[config.mk]
export PLATFORM = sky130hd
export DESIGN_NAME = z80_bus_monitor
export DESIGN_NICKNAME = d
export VERILOG_FILES = /design/src/rtl/z80_bus_monitor.sv
export SDC_FILE = /design/constraint.sdc
export NUM_CORES = 1
export LEC_CHECK = 0
export CORE_MARGIN = 2
export CORE_UTILIZATION = 50
export CTS_CLUSTER_DIAMETER = 200
export DETAILED_ROUTE_END_ITERATION = 12
export GPL_TIMING_DRIVEN = 1
export PLACE_DENSITY_LB_ADDON = 0.15
export SLEW_MARGIN = 30
export SYNTH_ARGS = -nofsm -noshare
export SYNTH_HDL_FRONTEND = slang
export SYNTH_SLANG_ARGS = --single-unit
[constraint.sdc]
create_clock -name clk -period 14.35 [get_ports clk]
set_input_delay 2.1525 -clock clk [delete_from_list [all_inputs] [get_ports clk]]
set_output_delay 2.1525 -clock clk [all_outputs]
set_load 0.05 [all_outputs]
[src/rtl/z80_bus_monitor.sv]
// z80_bus_monitor
//
// Passive bus-cycle recorder for the tv80s core. Each posedge sample of the CPU
// strobes is classified, and consecutive samples of the same class are merged
// into one record (class, last address, last data, first-sample timestamp).
// When a record closes it is pushed into a first-word-fall-through FIFO.
//
// Optional feature macro: Z80_BUS_MONITOR_RFSH_EN
//   defined   - refresh samples (mreq_n & rfsh_n low) are recorded as type 6, data 0x00
//   undefined - refresh samples classify as idle
//
// Parameters:
//   DEPTH  FIFO records (power of two, >= 2)
//   AW     log2(DEPTH)
// Ports:
//   clk, reset                       clock, synchronous active-high reset
//   m1_n, mreq_n, iorq_n, rd_n,
//   wr_n, rfsh_n                     CPU strobes, active-low
//   A, di, dout                      address bus, data into CPU, data from CPU
//   rec_ready                        pop the head record
//   clear_ovf                        clear the overflow flag
//   rec_valid                        FIFO not empty
//   rec_type/addr/data/time          head record fields (0 while empty)
//   count                            records held
//   overflow                         sticky: a record was dropped
module z80_bus_monitor #(
    parameter int DEPTH = 16,
    parameter int AW    = 4
) (
    input  logic          clk,
    input  logic          reset,
    input  logic          m1_n,
    input  logic          mreq_n,
    input  logic          iorq_n,
    input  logic          rd_n,
    input  logic          wr_n,
    input  logic          rfsh_n,
    input  logic [15:0]   A,
    input  logic [7:0]    di,
    input  logic [7:0]    dout,
    input  logic          rec_ready,
    input  logic          clear_ovf,
    output logic          rec_valid,
    output logic [2:0]    rec_type,
    output logic [15:0]   rec_addr,
    output logic [7:0]    rec_data,
    output logic [15:0]   rec_time,
    output logic [AW:0]   count,
    output logic          overflow
);

    typedef enum logic [2:0] {
        CY_FETCH = 3'd0,
        CY_MRD   = 3'd1,
        CY_MWR   = 3'd2,
        CY_IORD  = 3'd3,
        CY_IOWR  = 3'd4,
        CY_INTA  = 3'd5,
        CY_RFSH  = 3'd6,
        CY_IDLE  = 3'd7
    } cycle_t;

    typedef enum logic {
        ST_IDLE,
        ST_ACTIVE
    } state_t;

    localparam int REC_W = 3 + 16 + 8 + 16;

    state_t       state, state_next;
    cycle_t       sample_cls;
    logic [7:0]   sample_data;
    cycle_t       cur_cls;
    logic [15:0]  cur_addr;
    logic [7:0]   cur_data;
    logic [15:0]  cur_time;
    logic [15:0]  tstamp;
    logic         push;
    logic         open_new;

    logic [REC_W-1:0] mem [DEPTH];
    logic [AW-1:0]    rd_ptr, wr_ptr;
    logic [AW:0]      count_q;
    logic             pop, full, push_ok, drop;
    logic [REC_W-1:0] head;

    // ---------------------------------------------------------------
    // Sample classification (priority order)
    // ---------------------------------------------------------------
    always_comb begin
        sample_cls = CY_IDLE;
        if (!m1_n && !mreq_n && !rd_n)
            sample_cls = CY_FETCH;
        else if (!m1_n && !iorq_n)
            sample_cls = CY_INTA;
        else if (!mreq_n && !rd_n)
            sample_cls = CY_MRD;
        else if (!mreq_n && !wr_n)
            sample_cls = CY_MWR;
        else if (!iorq_n && !rd_n)
            sample_cls = CY_IORD;
        else if (!iorq_n && !wr_n)
            sample_cls = CY_IOWR;
`ifdef Z80_BUS_MONITOR_RFSH_EN
        else if (!mreq_n && !rfsh_n)
            sample_cls = CY_RFSH;
`endif
    end

`ifndef Z80_BUS_MONITOR_RFSH_EN
    logic unused_rfsh;
    assign unused_rfsh = rfsh_n;
`endif

    always_comb begin
        sample_data = 8'h00;
        case (sample_cls)
            CY_MWR, CY_IOWR:                    sample_data = dout;
            CY_FETCH, CY_INTA, CY_MRD, CY_IORD: sample_data = di;
            default:                            sample_data = 8'h00;
        endcase
    end

    // ---------------------------------------------------------------
    // Capture FSM
    // ---------------------------------------------------------------
    always_ff @(posedge clk) begin
        if (reset)
            state <= ST_IDLE;
        else
            state <= state_next;
    end

    always_comb begin
        state_next = ST_IDLE;
        push       = 1'b0;
        open_new   = 1'b0;
        case (state)
            ST_IDLE: begin
                open_new = (sample_cls != CY_IDLE);
            end
            ST_ACTIVE: begin
                // Idle or a class change closes the record; a class change
                // also opens the next one on the same sample.
                push     = (sample_cls != cur_cls);
                open_new = (sample_cls != cur_cls) && (sample_cls != CY_IDLE);
            end
            default: ;
        endcase
        if (sample_cls != CY_IDLE)
            state_next = ST_ACTIVE;
    end

    always_ff @(posedge clk) begin
        if (reset) begin
            cur_cls  <= CY_IDLE;
            cur_addr <= '0;
            cur_data <= '0;
            cur_time <= '0;
        end else if (sample_cls != CY_IDLE) begin
            cur_addr <= A;
            cur_data <= sample_data;
            if (open_new) begin
                cur_cls  <= sample_cls;
                cur_time <= tstamp;
            end
        end
    end

    always_ff @(posedge clk) begin
        if (reset)
            tstamp <= '0;
        else
            tstamp <= tstamp + 16'd1;
    end

    // ---------------------------------------------------------------
    // Record FIFO
    // ---------------------------------------------------------------
    assign rec_valid = (count_q != '0);
    assign pop       = rec_valid && rec_ready;
    assign full      = (count_q == (AW+1)'(DEPTH));
    assign push_ok   = push && (!full || pop);
    assign drop      = push && full && !pop;

    always_ff @(posedge clk) begin
        if (push_ok)
            mem[wr_ptr] <= {cur_cls, cur_addr, cur_data, cur_time};
    end

    always_ff @(posedge clk) begin
        if (reset) begin
            rd_ptr   <= '0;
            wr_ptr   <= '0;
            count_q  <= '0;
            overflow <= 1'b0;
        end else begin
            if (push_ok)
                wr_ptr <= wr_ptr + AW'(1);
            if (pop)
                rd_ptr <= rd_ptr + AW'(1);
            case ({push_ok, pop})
                2'b10:   count_q <= count_q + (AW+1)'(1);
                2'b01:   count_q <= count_q - (AW+1)'(1);
                default: count_q <= count_q;
            endcase
            if (drop)
                overflow <= 1'b1;
            else if (clear_ovf)
                overflow <= 1'b0;
        end
    end

    assign head     = rec_valid ? mem[rd_ptr] : '0;
    assign rec_type = head[42:40];
    assign rec_addr = head[39:24];
    assign rec_data = head[23:16];
    assign rec_time = head[15:0];
    assign count    = count_q;

endmodule

==> qor.csv, run 1 <==
metric,value,unit
DRT iter0 DRCs,1207,
CTS buffer count,78,
setup_tns,0,ns
root cell of the clock tree,clkbuf_16,
Post-DRT Antenna Nets,0,
Final Max Tran Viols,0,
Setup crit end kind,primary output,
DR vias,13920,
Main synth FF type,edfxtp_1,
clk_lat worst skew,0.61,ns
P&R area growth vs syn,15.11,%
# H-tree levels,3,
port bufs,90,
"Net Count, Synth",1435,
Async SR Flop Fraction,0,
final setup violation count,0,
top cell type by total area after synthesis,edfxtp_1,
share of cells above drive strength 1,0.2521,
"EDFF count, synth",688,
clock transition at the registers of the reported paths,0.06,ns
Post-CTS Resized,0,
post-CTS setup buffer count,0,
Cell Rows,88,
sequential area share after synthesis,0.7558,
CTS Hold Bufs,0,
share of the synthesized area in the top cell type,0.7027,
Avg WL per Cell,26.73,um
crit start category,register,
Synth area leaders,"edfxtp_1 (70%), mux4_2 (16%), dfxtp_1 (5.3%), and2_1 (0.91%), nor2_1 (0.83%)",
Die ar.,60760,um^2
Crit path arrival time,4.52,ns
clk buf depth,3,
pre-CTS WS,7.681,ns
drt total wl,62550,um
Mean Syn Cell Area,21.23,um^2
final core utilization,0.5844,
Post-Syn Instances,1385,
Cell variety after synth,55,
RSZ-0062 raised after global routing,no,
Critical Setup Path Class,reg2out,
diode count,0,
Detailed Place HPWL,30240,um
warnings from Yosys,0,
Final Hold Viols,0,
Final GP Congestion,0.7311,
CP required,12.20,ns
worst-margin pin slew,0.9852,ns
grt total ovfl,0,
final worst path period need,6.675,ns
"Max FO, Critical Path",76,
#FFs+latches synth,766,
post-route setup slack,7.675,ns
DIE WIDTH,246.5,um
vias in the first global route,14190,
Sink Count,766,
PD cells,177.9,nW/um^2
Hold Path Class,reg2reg,
core area,57920,um^2
largest net degree at the start of global routing,77,
total track usage,0.2118,
die height,246.5,um
number of vias per cell,5.948,
first-pass GRT wire length,92120,um
antenna violations before repair,1,
status,finished clean,
number of max-cap violations,0,
synthesized cell area,29400,um^2
peak supply drop,0.2285,mV
drt pass-1 iters,5,
# IOs,92,
CTS tree,built,
Slew HR,0.3432,
Pleak,10.78,nW
Starting Density,0.5077,
drt drc,0,
fin crit share,0.4651,
NumNets Final,1560,
Layout Skew,0.02700,ns
Max Fclk,149.8,MHz
==> metal layers <==
layer	up-vias	wire length (um)	global-route usage
met1	7487	27370	0.3053
met3	71	3401	0.03126
met5	-	0	0
li1	5969	-	-
met4	0	1010	0.05741
met2	392	30760	0.3424
==> layout make-up <==
type / count / area, um^2
clock buffers: 114 / 2210
multi-input cells: 537 / 6960
inverters: 6 / 22.52
well taps: 765 / 957.2
flip-flops and latches: 766 / 22230
fillers: 4266 / 24070
repair buffers: 121 / 1179
clock inverters: 31 / 281.5
==> final timing paths <==
check        startpoint            to  slack [ns]  depth (start not counted)
min reg2reg   tstamp[0]     tstamp[0]        0.48                          1
max            register  rec_time[15]        7.68                          6
min           tstamp[0]     tstamp[0]        0.48                          1
max reg2reg  cur_cls[2]    mem[8][29]       10.25                          7
==> report_power, final <==
part           internal, mW  switching, mW  total, mW
Clock                  1.15          0.811       1.96
Combinational         0.666          0.853       1.52
Sequential             2.47         0.0752       2.55
Total                  4.28           1.74       6.02
==> synthesized netlist by cell type (2+ instances only) <==
master,count
nand3_1,11
and3_1,4
buf_2,10
a311oi_1,2
o21a_1,2
nand4_1,5
edfxtp_1,688
nor2_1,65
or3_1,5
xnor2_1,6
buf_4,3
a21oi_1,31
clkbuf_1,51
mux4_2,215
xnor2_2,2
nand2b_1,7
and2_1,43
inv_1,6
a211o_1,2
nand2_1,45
nor3_1,8
a2bb2oi_1,2
nor2b_1,4
dfxtp_1,78
buf_1,10
ha_1,8
o21ai_0,5
a222oi_1,8
xor2_1,13
mux2i_1,19
buf_6,2
a31oi_1,2
==> metrics by stage <==
step / hold slack, ns / power (mW) / cell area [um^2] / std cells
CTS: 0.4746 / 6.091 / 33840 / 2340
detailed placement: 0.4708 / 4.138 / 31350 / 2195
global route: 0.5095 / 6.253 / 33840 / 2340
finish: 0.4815 / 6.022 / 33840 / 2340
floorplan: 0.4252 / 3.680 / 29400 / 1385
global placement: 0.4667 / 4.125 / 31300 / 2194
==> registers in the layout, summed over array words and instances, names as in the netlist, 3 cells and up, named ones only <==
signal	flops
count	5
cur_addr	16
cur_cls	3
cur_data	8
cur_time	16
mem	688
rd_ptr	4
tstamp	16
wr_ptr	4
==> logic make-up after synthesis <==
group | Yosys count | share of synthesized area
adder cells (fa/ha/maj) | 8 | 0.003405
AND/OR/NAND/NOR | 206 | 0.03404
multiplexers | 234 | 0.1712
XOR/XNOR | 21 | 0.006766
buffers and inverters | 82 | 0.01179
flip-flops | 766 | 0.7558
AO/OA/AOI/OAI | 68 | 0.01707
==> placed cells by master, fill, tap and decap left out, types with 6 or more instances in the layout <==
cell type / Yosys / routed
inv_1: 6 / 6
buf_4: 3 / 26
nand3_1: 11 / 11
edfxtp_1: 688 / 688
and2_1: 43 / 43
mux2i_1: 19 / 19
nor2_4: 0 / 12
xor2_1: 13 / 13
inv_6: 0 / 6
xnor2_1: 6 / 6
dfxtp_1: 78 / 74
nand2_1: 45 / 45
nor2_1: 65 / 53
ha_1: 8 / 8
a222oi_1: 8 / 8
clkdlybuf4s50_1: 0 / 89
clkinv_2: 0 / 12
clkbuf_8: 0 / 10
nand2b_1: 7 / 6
mux4_2: 215 / 215
clkbuf_1: 51 / 24
clkbuf_16: 0 / 79
a21oi_1: 31 / 31
==> worst max-delay path, cell delays in order (launching register included) <==
cell and delay [ns]:
dfxtp_4 0.65, buf_6 0.64, buf_6 0.73, mux4_2 0.42
mux4_2 0.53, and2_1 0.18, clkdlybuf4s50_1 0.69
(Power assumes the default switching activity.)
==> run 2, diff against run 1 <==
==> constraint.sdc (replaced) <==
create_clock -name clk -period 5.85 [get_ports clk]
set_input_delay 0.8775 -clock clk [delete_from_list [all_inputs] [get_ports clk]]
set_output_delay 0.8775 -clock clk [all_outputs]
set_load 0.05 [all_outputs]
==> qor.csv, run 2 (synthesis gave the netlist of run 1 again) <==
metric,value,unit,change
status,finished clean,,
Starting Density,0.5077,,unchanged
share of cells above drive strength 1,0.2646,,+0.01255
Sink Count,766,,unchanged
final setup violation count,0,,unchanged
hold wc startpoint,tstamp[15],,
CTS tree,built,,
DRT iter0 DRCs,1364,,+13%
Die ar.,60760,um^2,unchanged
number of max-cap violations,0,,unchanged
power share of the sequential group,0.409,,-0.014
Pleak,10.99,nW,+1.9%
first-pass GRT wire length,93790,um,+1.8%
drt pass-1 iters,5,,unchanged
Detailed Place HPWL,33540,um,+11%
"most used cell, CP",mux4_2,,
Post-CTS Resized,0,,unchanged
most frequent cells in the layout,"edfxtp_1 (688), mux4_2 (215), clkdlybuf4s50_1 (89)",,
CP required,4.97,ns,-7.23 ns
"Max FO, Critical Path",43,,-43%
Hold Worst Slack,0.4976,ns,+0.01614 ns
reg2reg start,cur_cls[2],,
drt total wl,62360,um,-0.30%
largest net degree at the start of global routing,77,,unchanged
total track usage,0.2131,,+0.001305
Final Hold Viols,0,,unchanged
peak supply drop,0.8391,mV,+270%
P&R area growth vs syn,16.65,%,
# H-tree levels,3,,unchanged
Gate power share,0.246,,-0.006
Cell Rows,88,,unchanged
post-CTS setup buffer count,0,,unchanged
final worst path period need,4.669,ns,
Max Fclk,214.2,MHz,
"most common cell after layout, fill and taps aside",edfxtp_1,,
DR vias,13950,,+0.22%
CTS buffer count,80,,+2.6%
Setup crit end kind,primary output,,
"Most flops, register",mem,,
fin crit share,0.7982,,
clk_lat worst skew,0.61,ns,about the same
Largest register FFs,688,,unchanged
Placed Area,31500,um^2,+0.48%
Hold Path Class,reg2reg,,
Crit path arrival time,3.79,ns,-0.73 ns
Critical Setup Path Class,reg2out,,
diode count,0,,unchanged
Psw,4.322,mW,+150%
grt total ovfl,0,,unchanged
# IOs,92,,unchanged
port bufs,90,,unchanged
Slew HR,0.4661,,+0.1229
root cell of the clock tree,clkbuf_16,,
crit start category,register,,
core area,57920,um^2,unchanged
die height,246.5,um,unchanged
number of vias per cell,5.921,,-0.46%
clk buf depth,3,,unchanged
Final Max Tran Viols,0,,unchanged
Final GP Congestion,0.7838,,+7.2%
crit-path cells,buf_4 > mux4_2 > mux4_2 > and2_1 > clkdlybuf4s50_1,,
CTS Hold Bufs,0,,unchanged
worst-margin pin slew,0.7998,ns,-0.1854 ns
drt drc,0,,unchanged
Avg WL per Cell,26.47,um,-0.98%
switch share,0.2839,,-0.004894
clock transition at the registers of the reported paths,0.06,ns,about the same
antenna violations before repair,1,,unchanged
slowest CP cell,dfxtp_4,,
final instance area,34300,um^2,+1.3%
clock share of power,0.345,,+0.020
Crit path largest cell delay,0.81,ns,+0.08 ns
PD cells,443.9,nW/um^2,+150%
DIE WIDTH,246.5,um,unchanged
vias in the first global route,14530,,+2.4%
NumNets Final,1574,,+0.90%
RSZ-0062 raised after global routing,no,,
Post-DRT Antenna Nets,0,,unchanged
internal power,10.90,mW,+150%
Layout Skew,0.02679,ns,-0.0002113 ns
-- run 2: changes by cell type in the layout (fill, tap and decap cells not counted), moves of 3 or more --
cell | previous run | this run
bufinv_16 | 4 | 9
clkbuf_16 | 79 | 84
clkbuf_1 | 24 | 17
clkbuf_8 | 10 | 13
buf_6 | 4 | 1
buf_12 | 1 | 10
buf_4 | 26 | 33
-- run 2: power groups by stage --
stage / registers [mW] / clock network, mW / logic, mW
after floorplan: 6.30 / 0 / 2.73
after global placement: 6.34 / 0 / 3.80
after detailed placement: 6.35 / 0 / 3.80
after CTS: 6.23 / 5.35 / 3.82
after global routing: 6.25 / 5.57 / 3.97
final: 6.23 / 5.25 / 3.75
-- run 2: final timing paths --
| kind | endpoint | slack [ns] | depth (start not counted) |
|---|---|---|---|
| hold / removal | tstamp[15] | 0.50 | 2 |
| hold reg to reg | tstamp[15] | 0.50 | 2 |
| setup reg to reg | mem[14][17] | 2.09 | 7 |
| setup / recovery | rec_time[6] | 1.18 | 5 |
-- run 2: area by class of cell --
cell class | count | area (um^2)
clock buffers | 114 | 2345
clock inverters | 35 | 429.2
fillers | 4159 | 23620
inverters | 6 | 22.52
multi-input cells | 537 | 6960
flip-flops and latches | 766 | 22230
well taps | 765 | 957.2
repair buffers | 133 | 1350
-- run 2: routing by layer --
layer / up-vias / GRT usage / share of wire
met5: - / 0 / 0.00021
met3: 70 / 0.03671 / 0.053
met4: 2 / 0.05333 / 0.015
met2: 348 / 0.3357 / 0.48
li1: 5996 / - / -
met1: 7534 / 0.3135 / 0.45
-- run 2: through the flow --
step / power (mW) / utilization / worst slack (ns) / setup TNS, ns / instances
after global routing: 15.79 / 0.5922 / 1.044 / 0 / 2356
after floorplan: 9.024 / - / -0.06367 / -7.094 / 1385
after CTS: 15.40 / 0.5918 / 1.096 / 0 / 2355
after detailed placement: 10.15 / 0.5439 / 0.9835 / 0 / 2206
after global placement: 10.13 / 0.5439 / 1.086 / 0 / 2206
final: 15.22 / 0.5922 / 1.181 / 0 / 2356
-- run 2: worst max-delay path: cells and delay by family, from the launching register on --
| kind | cells | cell delay, ns |
|---|---|---|
| buffers and inverters | 2 | 1.24 |
| flip-flops | 1 | 0.81 |
| multiplexers | 2 | 0.90 |
| AND/OR/NAND/NOR | 1 | 0.18 |
